## config.mk

```make
export PLATFORM = sky130hd
export DESIGN_NAME = efuse_autoload
export DESIGN_NICKNAME = d
export VERILOG_FILES = /design/src/rtl/efuse_pkg.sv /design/src/rtl/efuse_autoload.sv
export SDC_FILE = /design/constraint.sdc
export NUM_CORES = 1
export LEC_CHECK = 0
export ABC_CLOCK_PERIOD_IN_PS = 3600
export CORE_MARGIN = 3
export CORE_UTILIZATION = 52
export DETAILED_ROUTE_END_ITERATION = 16
export HOLD_SLACK_MARGIN = 0.06
export PLACE_DENSITY_LB_ADDON = 0.1
export SYNTH_ARGS = -nofsm -noshare
export SYNTH_HDL_FRONTEND = slang
export SYNTH_SLANG_ARGS = --single-unit
```

## constraint.sdc

```tcl
create_clock -name clk -period 3.6 [get_ports clk]
set_clock_uncertainty 0.2 [all_clocks]
set_input_delay 0.72 -clock clk [delete_from_list [all_inputs] [get_ports clk]]
set_output_delay 0.72 -clock clk [all_outputs]
set_load 0.02 [all_outputs]
```

## src/rtl/efuse_pkg.sv

```systemverilog
// Shared definitions for the efuse autoload controller: segment geometry defaults
// and the load-sequence FSM state encoding.
package efuse_pkg;

  localparam int unsigned NR_DEF   = 64;
  localparam int unsigned RSEL_DEF = 256 / NR_DEF;

  typedef enum logic [2:0] {
    StIdle,
    StPwrDly,
    StStart,
    StWait,
    StStore,
    StDone,
    StErr
  } state_e;

endpackage

```

## src/rtl/efuse_autoload.sv

```systemverilog
// Sequences the efuse read engine through every segment after reset or on software
// request, assembling the shadow image and reporting completion or timeout.
module efuse_autoload
  import efuse_pkg::*;
#(
  parameter int unsigned NR       = NR_DEF,
  parameter int unsigned RSEL     = RSEL_DEF,
  parameter int unsigned AUTO_DLY = 16,
  parameter int unsigned TMO      = 4095,
  localparam int unsigned SW      = (RSEL > 1) ? $clog2(RSEL) : 1
) (
  input  logic               clk,
  input  logic               rst_n,
  input  logic               load_req,
  output logic               rd_start,
  output logic [SW-1:0]      rd_sel,
  input  logic               rd_done,
  input  logic               rd_busy,
  input  logic [NR-1:0]      rd_data,
  output logic [NR*RSEL-1:0] shadow,
  output logic [RSEL-1:0]    seg_vld,
  output logic               load_busy,
  output logic               load_done,
  output logic               load_err
);

  localparam int unsigned TW = (TMO > 0) ? $clog2(TMO + 1) : 1;
  localparam int unsigned DW = (AUTO_DLY > 1) ? $clog2(AUTO_DLY) : 1;

  state_e        state;
  logic [TW-1:0] tmo_cnt;
  logic [DW-1:0] dly_cnt;
  logic [SW-1:0] seg;
  logic          rd_done_d1;
  logic          done_rise;

  // Only a fresh rising edge counts; a done level left over from the previous
  // segment must not complete the current one.
  assign done_rise = rd_done & ~rd_done_d1;
  assign rd_sel    = seg;

  always_ff @(posedge clk or negedge rst_n) begin
    if (!rst_n) begin
      state      <= StPwrDly;
      tmo_cnt    <= '0;
      dly_cnt    <= '0;
      seg        <= '0;
      rd_done_d1 <= 1'b0;
      rd_start   <= 1'b0;
      shadow     <= '0;
      seg_vld    <= '0;
      load_busy  <= 1'b1;
      load_done  <= 1'b0;
      load_err   <= 1'b0;
    end else begin
      rd_done_d1 <= rd_done;
      rd_start   <= 1'b0;
      unique case (state)
        StIdle: begin
          if (load_req) begin
            load_done <= 1'b0;
            load_err  <= 1'b0;
            seg_vld   <= '0;
            seg       <= '0;
            load_busy <= 1'b1;
            state     <= StStart;
          end
        end
        StPwrDly: begin
          if (dly_cnt == DW'(AUTO_DLY - 1)) begin
            dly_cnt <= '0;
            seg     <= '0;
            state   <= StStart;
          end else begin
            dly_cnt <= dly_cnt + 1'b1;
          end
        end
        StStart: begin
          if (!rd_busy) begin
            rd_start <= 1'b1;
            tmo_cnt  <= '0;
            state    <= StWait;
          end
        end
        StWait: begin
          if (done_rise) begin
            state <= StStore;
          end else if (tmo_cnt == TW'(TMO)) begin
            load_busy <= 1'b0;
            state     <= StErr;
          end else begin
            tmo_cnt <= tmo_cnt + 1'b1;
          end
        end
        StStore: begin
          shadow[NR*seg +: NR] <= rd_data;
          seg_vld[seg]         <= 1'b1;
          if (seg == SW'(RSEL - 1)) begin
            load_busy <= 1'b0;
            state     <= StDone;
          end else begin
            seg   <= seg + 1'b1;
            state <= StStart;
          end
        end
        StDone: begin
          load_done <= 1'b1;
          state     <= StIdle;
        end
        StErr: begin
          load_err <= 1'b1;
          state    <= StIdle;
        end
        default: state <= StIdle;
      endcase
    end
  end

endmodule

```

==> impl_metrics.json <==
{
  "status": "completed",
  "diodes": 0,
  "hold_viol_final": 0,
  "hpwl_mm": 23.0,
  "cts-root-buf": "clkbuf_16",
  "layout_commonest_cell": "nand2_1",
  "hold_slack_ps": 277,
  "arrival_ps": 3020,
  "worstSetupStartpointType": "flop",
  "slowest_delay_ps": 600,
  "rsz0062_at_grt": "false",
  "vias_per_cell": 5.28,
  "grt_pass1_vias": 9575,
  "dpl_cell_area_um2": 15300,
  "cts_tree": "yes",
  "crit_path_cell_trace": "inv_1 -> ha_1 -> nor3_4 -> buf_12 -> nand2_1 -> o21ai_0",
  "postRouteAntennaNets": 0,
  "power_density_nw_per_um2": 897,
  "use_met1": 0.378,
  "cts_buffers": 29,
  "place.gp.congestion": 0.833,
  "final_cell_mix": "521 x nand2_1, 333 x clkdlybuf4s50_1, 284 x dfrtp_1, 224 x o21ai_0, 43 x o21ai_1",
  "coreArea_um2": 22000,
  "start_util": 0.532,
  "fill_cells": 1545,
  "io_pins": 335,
  "yosysUniqueCellTypes": 50,
  "grt_pass1_wl_mm": 54.1,
  "drt_iter0_markers": 777,
  "hp-class": "flop to flop",
  "syn2layout_area_growth_pct": 39.6,
  "cpMaxStageDelayCell": "nor3_4",
  "grt_usage": 0.279,
  "fin_setup_tns_ps": 0,
  "overflow": 0,
  "num_rows": 54,
  "gr-usage-met2": 0.448,
  "cts_max_path_buffers": 3,
  "antenna_found_initial": 0,
  "max-cap-violations": 0,
  "clk_pin_slew_ps": 60,
  "p_leak_nw": 7.34,
  "power_w": 0.0146,
  "synth_area_um2": 11700,
  "crit_fanout": 54,
  "fmax_ghz": 0.360,
  "drc": 0,
  "crit_family": "simple AND/OR/NAND/NOR gates",
  "cts.sinks": 286,
  "io_buffer_count": 334,
  "firstDrtPassIters": 5,
  "synth_flop_cell": "dfrtp_1",
  "num_vias": 9893,
  "vdd_drop_max_mv": 0.602,
  "synth_edf_count": 0,
  "routedWlPerCell_um": 18.3,
  "min_period_over_period": 0.771,
  "drive_gt1_frac": 0.0583,
  "finalMaxSlewViolations": 0,
  "design_area_um2": 16300,
  "post_cts.repair.setup_buffers": 0,
  "tightest_slew_ps": 1200,
  "relSlewSlack": 0.201,
  "die_y_um": 156,
  "synth_nets": 1356,
  "synthArstFlopShare": 1.00,
  "grt_util_met3": 0.0730,
  "critPathCaptureType": "flop",
  "yosysWarningCount": 0,
  "syn_area_per_cell_um2": 9.14,
  "finalSetupViolations": 0,
  "die_area_um2": 24300,
  "top_usage_layer": "met2",
  "htreeDepth": 1,
  "netlist_instances": 1277,
  "ys_ff_latch": 286,
  "grt_max_degree": 129,
  "routed_wl_mm": 34.2,
  "cp_num_buf_inv": 2,
  "fin_nets": 1652,
  "worstSetupPathType": "flop to flop",
  "ys_seq_area_frac": 0.613,
  "die_x_um": 156,
  "post-route-min-period_ps": 2770,
  "clk_latency_ps": 540,
  "required_ps": 3840
}
metrics by stage:
stage,util,cells,setup WS (ps)
global route,0.742,1875,533
floorplan,-,1277,1320
global placement,0.695,1821,992
CTS,0.742,1875,835
detailed placement,0.695,1821,865
finish,0.742,1875,826
per-layer routing:
metal  wire length [um]  part of all wire
met1              14000              0.41
met2              16000              0.47
met3               3120             0.091
met4               1030             0.030
met5                  0                 0
what timing repair did:
item,CTS,global route
gates resized for setup,0,0
endpoints found under the setup margin,0,0
endpoints found under the hold margin,82,0
hold buffers,1,0
sequential cells by signal (all words and copies together) (netlist names), 2 cells and up:
| signal | count |
|---|---|
| seg_vld | 4 |
| rd_sel | 2 |
| tmo_cnt | 12 |
| shadow | 256 |
| state | 3 |
| dly_cnt | 4 |
path summary, 6_finish.rpt:
kind | start | endpoint | slack (ps) | cells past startpoint
max in group asynchronous | rst_n | load_busy$_DFFE_PN1P_ | 1750 | 3
hold reg to reg | shadow[157]$_DFFE_PN0P_ | shadow[157]$_DFFE_PN0P_ | 280 | 2
setup / recovery | rd_sel[0]$_DFFE_PN0P_ | shadow[252]$_DFFE_PN0P_ | 830 | 6
setup reg to reg | rd_sel[0]$_DFFE_PN0P_ | shadow[252]$_DFFE_PN0P_ | 830 | 6
min in group asynchronous | rst_n | shadow[171]$_DFFE_PN0P_ | 580 | 2
hold / removal | shadow[157]$_DFFE_PN0P_ | shadow[157]$_DFFE_PN0P_ | 280 | 2
Yosys cell counts (5+ instances only):
master | count | area (um^2)
nand3_1 | 7 | 35.0
clkbuf_1 | 57 | 214
nor3_1 | 7 | 35.0
o21ai_0 | 224 | 1120
buf_1 | 6 | 22.5
dfrtp_1 | 284 | 7110
a21oi_1 | 13 | 65.1
ha_1 | 10 | 125
nor2_1 | 11 | 41.3
buf_2 | 21 | 105
nor3b_1 | 7 | 52.6
o21ai_1 | 43 | 215
nand2_1 | 525 | 1970
inv_1 | 5 | 18.8
worst register-to-register path: cells and delay by family (launching register included):
family	cells	cell delay (ps)
buffers and inverters	2	610
and+or+nand+nor	2	700
adders and majority gates	1	450
DFF	1	540
AOI/OAI and AO/OA	1	180
kinds of logic after synthesis:
logic type	Yosys count	synth area share
and+or+nand+nor	580	0.200
adders and majority gates	10	0.0107
DFF	286	0.613
AOI/OAI and AO/OA	303	0.137
xor gates and xnor gates	1	0.000751
muxes	4	0.00375
buffers and inverters	93	0.0341
cell type report:
type | count | area [um^2] | share of cell area
Timing Repair Buffer | 353 | 3570 | 0.219
Inverter | 5 | 18.8 | 0.00115
Multi-Input combinational cell | 898 | 4170 | 0.256
Sequential cell | 286 | 7160 | 0.439
Tap cell | 280 | 350 | 0.0215
Clock buffer | 38 | 820 | 0.0503
Clock inverter | 15 | 209 | 0.0128
power breakdown:
part / switching (W) / total, W / internal, W
clock: 0.00126 / 0.00322 / 0.00196
sequential: 0.000742 / 0.00510 / 0.00436
combinational: 0.00363 / 0.00629 / 0.00266
Power figures use the tool's default switching activity.
